--- src/rtl/btb_pkg.sv ---
// Shared BTB definitions: table geometry, update-kind encodings, controller states
// and helpers that split a PC into BTB index and tag.
package btb_pkg;

    localparam int IDX_W = 6;
    localparam int TAG_W = 24;

    localparam logic [1:0] KIND_INSTALL = 2'b10;
    localparam logic [1:0] KIND_INVAL   = 2'b01;

    typedef enum logic [1:0] {
        INIT  = 2'b00,
        IDLE  = 2'b01,
        SWEEP = 2'b10
    } btb_state_e;

    typedef struct packed {
        logic [1:0]       kind;
        logic [IDX_W-1:0] idx;
        logic [TAG_W-1:0] tag;
        logic [31:0]      target;
    } upd_entry_t;

    function automatic logic [IDX_W-1:0] pc_idx(input logic [31:0] pc);
        return pc[IDX_W+1:2];
    endfunction

    function automatic logic [TAG_W-1:0] pc_tag(input logic [31:0] pc);
        return pc[31:IDX_W+2];
    endfunction

endpackage

--- src/rtl/btb_upd_fifo.sv ---
// Small synchronous FIFO for pending BTB writes; clear has priority over push/pop,
// and a push into a full FIFO is accepted only when a pop frees a slot that cycle.
module btb_upd_fifo #(
    parameter int WIDTH = 64,
    parameter int DEPTH = 4
) (
    input  logic                     clk,
    input  logic                     rst_n,
    input  logic                     clr,
    input  logic                     push,
    input  logic                     pop,
    input  logic [WIDTH-1:0]         din,
    output logic [WIDTH-1:0]         dout,
    output logic [$clog2(DEPTH):0]   count,
    output logic                     full,
    output logic                     empty
);

    localparam int PTR_W = $clog2(DEPTH);
    localparam int CNT_W = PTR_W + 1;
    localparam logic [PTR_W-1:0] PTR_ONE = PTR_W'(1);
    localparam logic [CNT_W-1:0] CNT_ONE = CNT_W'(1);
    localparam logic [CNT_W-1:0] CNT_MAX = CNT_W'(DEPTH);

    logic [WIDTH-1:0] mem_r [DEPTH];
    logic [PTR_W-1:0] wr_ptr_r;
    logic [PTR_W-1:0] rd_ptr_r;
    logic [CNT_W-1:0] count_r;
    logic             do_push_s;
    logic             do_pop_s;

    assign full      = (count_r == CNT_MAX);
    assign empty     = (count_r == '0);
    assign count     = count_r;
    assign dout      = mem_r[rd_ptr_r];
    assign do_pop_s  = pop && !empty;
    assign do_push_s = push && (!full || do_pop_s);

    // Storage, pointers and occupancy; pointers wrap naturally at DEPTH.
    always_ff @(posedge clk or negedge rst_n) begin
        if (!rst_n) begin
            wr_ptr_r <= '0;
            rd_ptr_r <= '0;
            count_r  <= '0;
            for (int i = 0; i < DEPTH; i++) begin
                mem_r[i] <= '0;
            end
        end else if (clr) begin
            wr_ptr_r <= '0;
            rd_ptr_r <= '0;
            count_r  <= '0;
        end else begin
            if (do_push_s) begin
                mem_r[wr_ptr_r] <= din;
                wr_ptr_r        <= wr_ptr_r + PTR_ONE;
            end
            if (do_pop_s) begin
                rd_ptr_r <= rd_ptr_r + PTR_ONE;
            end
            case ({do_push_s, do_pop_s})
                2'b10:   count_r <= count_r + CNT_ONE;
                2'b01:   count_r <= count_r - CNT_ONE;
                default: count_r <= count_r;
            endcase
        end
    end

endmodule

--- src/rtl/btb_update_ctrl.sv ---
// BTB write sequencer: drains queued branch-resolution updates onto the single BTB
// write port and runs the full-table invalidate sweep after reset or on flush.
module btb_update_ctrl
    import btb_pkg::*;
#(
    parameter int FIFO_DEPTH = 4
) (
    input  logic                          clk,
    input  logic                          rst,
    input  logic                          upd_valid,
    input  logic [1:0]                    upd_kind,
    input  logic [31:0]                   upd_pc,
    input  logic [31:0]                   upd_target,
    input  logic                          flush_all,
    output logic                          btb_we,
    output logic [IDX_W-1:0]              btb_idx,
    output logic [TAG_W-1:0]              btb_tag,
    output logic [31:0]                   btb_target,
    output logic                          btb_vld,
    output logic                          lookup_en,
    output logic                          busy,
    output logic                          stall_req,
    output logic [$clog2(FIFO_DEPTH):0]   fifo_count,
    output logic                          ovf_err
);

    localparam int CNT_W = $clog2(FIFO_DEPTH) + 1;
    localparam logic [IDX_W-1:0] SWEEP_LAST = '1;
    localparam logic [IDX_W-1:0] IDX_ONE    = IDX_W'(1);
    localparam logic [CNT_W-1:0] STALL_LVL  = CNT_W'(FIFO_DEPTH - 1);

    btb_state_e       state_r;
    btb_state_e       state_nxt_s;
    logic [IDX_W-1:0] sweep_ptr_r;
    logic [IDX_W-1:0] sweep_ptr_nxt_s;
    logic             ovf_err_r;
    logic             enq_s;
    logic             pop_s;
    logic             fifo_full_s;
    logic             fifo_empty_s;
    logic [CNT_W-1:0] fifo_count_s;
    upd_entry_t       enq_entry_s;
    upd_entry_t       head_s;

    // A flush in the same cycle wins over any arriving update.
    assign enq_s = upd_valid && !flush_all &&
                   ((upd_kind == KIND_INSTALL) || (upd_kind == KIND_INVAL));
    assign pop_s = (state_r == IDLE) && !fifo_empty_s;

    assign enq_entry_s.kind   = upd_kind;
    assign enq_entry_s.idx    = pc_idx(upd_pc);
    assign enq_entry_s.tag    = pc_tag(upd_pc);
    assign enq_entry_s.target = upd_target;

    btb_upd_fifo #(
        .WIDTH ($bits(upd_entry_t)),
        .DEPTH (FIFO_DEPTH)
    ) u_fifo (
        .clk   (clk),
        .rst_n (rst),
        .clr   (flush_all),
        .push  (enq_s),
        .pop   (pop_s),
        .din   (enq_entry_s),
        .dout  (head_s),
        .count (fifo_count_s),
        .full  (fifo_full_s),
        .empty (fifo_empty_s)
    );

    // State, sweep pointer and sticky overflow flag.
    always_ff @(posedge clk or negedge rst) begin
        if (!rst) begin
            state_r     <= INIT;
            sweep_ptr_r <= '0;
            ovf_err_r   <= 1'b0;
        end else begin
            state_r     <= state_nxt_s;
            sweep_ptr_r <= sweep_ptr_nxt_s;
            ovf_err_r   <= ovf_err_r || (enq_s && fifo_full_s && !pop_s);
        end
    end

    // Next-state and sweep pointer sequencing.
    always_comb begin
        state_nxt_s     = state_r;
        sweep_ptr_nxt_s = sweep_ptr_r;
        if (flush_all) begin
            state_nxt_s     = SWEEP;
            sweep_ptr_nxt_s = '0;
        end else begin
            case (state_r)
                INIT, SWEEP: begin
                    if (sweep_ptr_r == SWEEP_LAST) begin
                        state_nxt_s     = IDLE;
                        sweep_ptr_nxt_s = '0;
                    end else begin
                        sweep_ptr_nxt_s = sweep_ptr_r + IDX_ONE;
                    end
                end
                IDLE: begin
                    state_nxt_s     = IDLE;
                    sweep_ptr_nxt_s = '0;
                end
                default: begin
                    state_nxt_s     = INIT;
                    sweep_ptr_nxt_s = '0;
                end
            endcase
        end
    end

    // Write-port and lookup gating decode from state, sweep pointer and FIFO head.
    always_comb begin
        btb_we     = 1'b0;
        btb_idx    = '0;
        btb_tag    = '0;
        btb_target = 32'h0000_0000;
        btb_vld    = 1'b0;
        lookup_en  = 1'b0;
        busy       = 1'b1;
        case (state_r)
            INIT, SWEEP: begin
                btb_we  = 1'b1;
                btb_idx = sweep_ptr_r;
            end
            IDLE: begin
                lookup_en = 1'b1;
                busy      = 1'b0;
                if (!fifo_empty_s) begin
                    btb_we     = 1'b1;
                    btb_idx    = head_s.idx;
                    btb_tag    = head_s.tag;
                    btb_target = head_s.target;
                    btb_vld    = (head_s.kind == KIND_INSTALL);
                end else begin
                    btb_we = 1'b0;
                end
            end
            default: begin
                btb_we = 1'b0;
            end
        endcase
    end

    assign stall_req  = (fifo_count_s >= STALL_LVL);
    assign fifo_count = fifo_count_s;
    assign ovf_err    = ovf_err_r;

endmodule

--- config.mk ---
export PLATFORM = sky130hd
export DESIGN_NAME = btb_update_ctrl
export DESIGN_NICKNAME = d
export VERILOG_FILES = /design/src/rtl/btb_pkg.sv /design/src/rtl/btb_upd_fifo.sv /design/src/rtl/btb_update_ctrl.sv
export SDC_FILE = /design/constraint.sdc
export NUM_CORES = 1
export LEC_CHECK = 0
export CAP_MARGIN = 20
export CORE_AREA = 2 2 231 187
export CTS_CLUSTER_DIAMETER = 150
export DETAILED_ROUTE_END_ITERATION = 6
export DIE_AREA = 0 0 233 189
export DONT_BUFFER_PORTS = 1
export PLACE_DENSITY = 0.47
export SYNTH_ARGS = -nofsm -noshare
export SYNTH_HDL_FRONTEND = slang
export SYNTH_SLANG_ARGS = --single-unit
export TNS_END_PERCENT = 10
--- constraint.sdc ---
create_clock -name clk -period 2.8 [get_ports clk]
set_input_delay 0.7 -clock clk [delete_from_list [all_inputs] [get_ports clk]]
set_output_delay 0.7 -clock clk [all_outputs]
set_load 0.02 [all_outputs]
==> results_dict.tcl <==
set metrics [dict create \
    status "finished, violations left" \
    violations "hold timing" \
    clkPwrFrac_pct 39.9 \
    p_total_mw 9.96 \
    setup.worst_path.end_class "primary output" \
    cts_root_buffer "clkbuf_16" \
    antenna_found_initial 0 \
    ant_nets 0 \
    ys_warn_count 0 \
    wl_per_cell_um 20.7 \
    synth.distinct_cells 41 \
    rr_worst_depth 8 \
    path_class "flop to primary output" \
    finalMaxSlewViolations 0 \
    cp_max_fo 6 \
    tightest_slew_ps 685 \
    grt_pass1_wl_mm 45.2 \
    start_util_pct 29.8 \
    syn_inst 801 \
    rsz0062_at_grt "true" \
    fin_setup_tns_ps 0 \
    synth-main-ff-cell "dfrtp_1" \
    htree_levels 1 \
    cp_cell_sequence "buf_12 -> buf_16 -> mux4_2 -> and2_1" \
    leakage_nw 6.58 \
    routed_wl_mm 29.1 \
    hold_viol_final 272 \
    comb_power_share_pct 11.1 \
    cts_tree "done" \
    seq_area_frac_synth_pct 54.8 \
    setup_viol 0 \
    hold_class "input pin to async pin" \
    avgSynthCellArea_um2 15.5 \
    globalplace.congestion 0.687 \
    cts_sinks 272 \
    worstPathRequired_ps 2100 \
    coreArea_um2 41700 \
    seqPwrFrac_pct 49.0 \
    synth_area_um2 12400 \
    timing.fmax_mhz 357 \
    hold_ws_ps -169 \
    clk_pin_slew_worst_paths_ps 60 \
    rows 67 \
    layout-drive-gt1-share_pct 55.9 \
    utilization_pct 35.1 \
    num_vias 6674 \
    vias_per_cell 4.76 \
    die_h_um 189 \
    grt_max_degree 273 \
    die_width_um 233 \
    cts_buffers 31 \
    worst_path_max_delay_cell "mux4_2" \
    netSwitchingFraction_pct 22.3 \
    power_density_nw_per_um2 681 \
    clock_skew_ps 10.6 \
    syn2layout_area_growth_pct 18.0 \
    post-route-min-period_ps 2800 \
    dp_hpwl_mm 16.0 \
    io_buffers 0 \
    io_pins 141 \
    ys_ff_latch 272 \
    p_int_mw 7.74 \
    slowest_delay_ps 500 \
    drc 0 \
    synth_enable_flop_cells 0 \
    nets 905 \
    die-area_um2 44000 \
    first_iter_violations 310 \
    insertion_delay_ps 560 \
    synth-async-reset-ratio_pct 100 \
    n_antenna_cell 0 \
    p_switching_mw 2.22 \
    finalCritPeriodShare_pct 100 \
    globalRouteTotalUtil_pct 13.2 \
    clock_path_buffers 3 \
    first_pass_iters 4 \
    vdd_drop_max_mv 0.415 \
    start_kind "flop" \
    first_global_vias 7495 \
    cap_violations 0 \
    synth.net_count 877 \
    crit_arrival_ps 2100 \
    relSlewSlack_pct 53.9 \
    overflow 0 \
]
## final cells by class
cell class | instances | area (um^2)
timing repair buffer | 48 | 702
sequential | 272 | 6820
clock inverter | 7 | 63.8
clock buffer | 46 | 932
inverter | 9 | 33.8
fill | 3982 | 27000
multi-input combinational | 467 | 5400
tap | 552 | 691
## registers in the layout, summed over array words and instances, names as in the netlist
| name | count |
|---|---|
| u_fifo.mem_r | 256 |
| sweep_ptr_r | 6 |
| u_fifo.count | 3 |
| state_r | 2 |
| u_fifo.rd_ptr_r | 2 |
| u_fifo.wr_ptr_r | 2 |
| ovf_err | 1 |
## worst paths after layout
check                                                from                              to  slack (ps)
max                        u_fifo.rd_ptr_r[0]$_DFFE_PN0P_                  btb_target[16]         0.5
min                                                   rst   u_fifo.mem_r[179]$_DFFE_PN0P_        -170
max reg2reg                   u_fifo.count[0]$_DFFE_PN0P_     u_fifo.count[2]$_DFFE_PN0P_         580
min reg2reg                 u_fifo.mem_r[191]$_DFFE_PN0P_   u_fifo.mem_r[191]$_DFFE_PN0P_         480
max in group asynchronous                             rst    u_fifo.mem_r[92]$_DFFE_PN0P_        2390
min in group clk                                flush_all  u_fifo.wr_ptr_r[1]$_DFFE_PN0P_         190
## power groups by stage
stage	combinational (mW)	clock [mW]	sequential, mW
finish	1.11	3.97	4.88
floorplan	0.968	0	4.84
detailed placement	1.10	0	4.94
global placement	1.06	0	4.94
CTS	1.11	4.15	4.88
global route	1.21	4.32	4.96
## cells in the final DEF (no fill, tap or decap), types with 3 or more instances in the layout
cell type  count
nor3_1         4
nand2_1        9
nor2_1        12
clkbuf_8      10
clkinv_2       5
xnor2_1        7
dfrtp_1      269
clkbuf_1       5
buf_16         5
nor2_2         3
mux2_2       253
clkbuf_16     35
buf_8          3
and2_1        15
nand3_1        3
ha_1           5
o21ai_0        9
buf_4         22
a21oi_1        4
buf_6          3
nand2_4        4
mux4_2        62
nand2_2        3
inv_1          8
buf_12        11
and2_4        42
## cells in the mapped netlist, drive strengths merged, types with 2 or more instances
cell / n / area (um^2)
a311oi: 2 / 35.0
nor2b: 2 / 12.5
ha: 5 / 62.6
nand3: 3 / 15.0
a211oi: 2 / 15.0
clkbuf: 22 / 82.6
nand2: 16 / 60.1
nand2b: 3 / 18.8
a22o: 2 / 17.5
o21ai: 12 / 60.1
buf: 31 / 275
xnor2: 7 / 61.3
a21oi: 4 / 20.0
inv: 8 / 30.0
nor2: 16 / 62.6
and2: 57 / 357
mux2: 253 / 2850
dfrtp: 272 / 6810
mux4: 62 / 1400
nor3: 5 / 25.0
## timing repair
item | CTS | global route
cloned | 3 | 4
setup endpoints to repair | 62 | 63
endpoints found under the hold margin | 272 | 272
resized for setup | 80 | 36
pin swaps | 8 | 29
buffers inserted | 7 | 5
## cells by family (layout without fill, tap and decap cells)
kind of cell / Yosys count / after routing / synth area share (%)
muxes: 316 / 316 / 34.3
buffers and inverters: 62 / 110 / 3.15
DFF: 272 / 272 / 54.8
xor gates and xnor gates: 8 / 8 / 0.564
AOI/OAI and AO/OA: 32 / 32 / 1.89
and+or+nand+nor: 105 / 105 / 4.62
adders and majority gates: 6 / 6 / 0.665
## metrics by stage
step | setup WS, ps | std cells | instance area [um^2]
floorplan | 272 | 801 | 12400
global placement | 352 | 1331 | 13100
detailed placement | 342 | 1331 | 13100
CTS | -88.0 | 1394 | 14500
global route | -73.7 | 1401 | 14600
finish | 0.454 | 1401 | 14600
## worst max-delay path: cells and delay by family (launching register included)
family,cells,cell delay (ps)
buffers and inverters,2,310
flip-flops,1,450
multiplexers,1,500
AND/OR/NAND/NOR,1,250
## routing by layer
metal	GRT usage [%]	part of all wire, %	vias up
li1	-	-	2988
met5	0	0	-
met4	2.92	1.9	0
met3	3.98	5.9	35
met2	21.1	46	114
met1	17.9	46	3537
(Power assumes the default switching activity.)
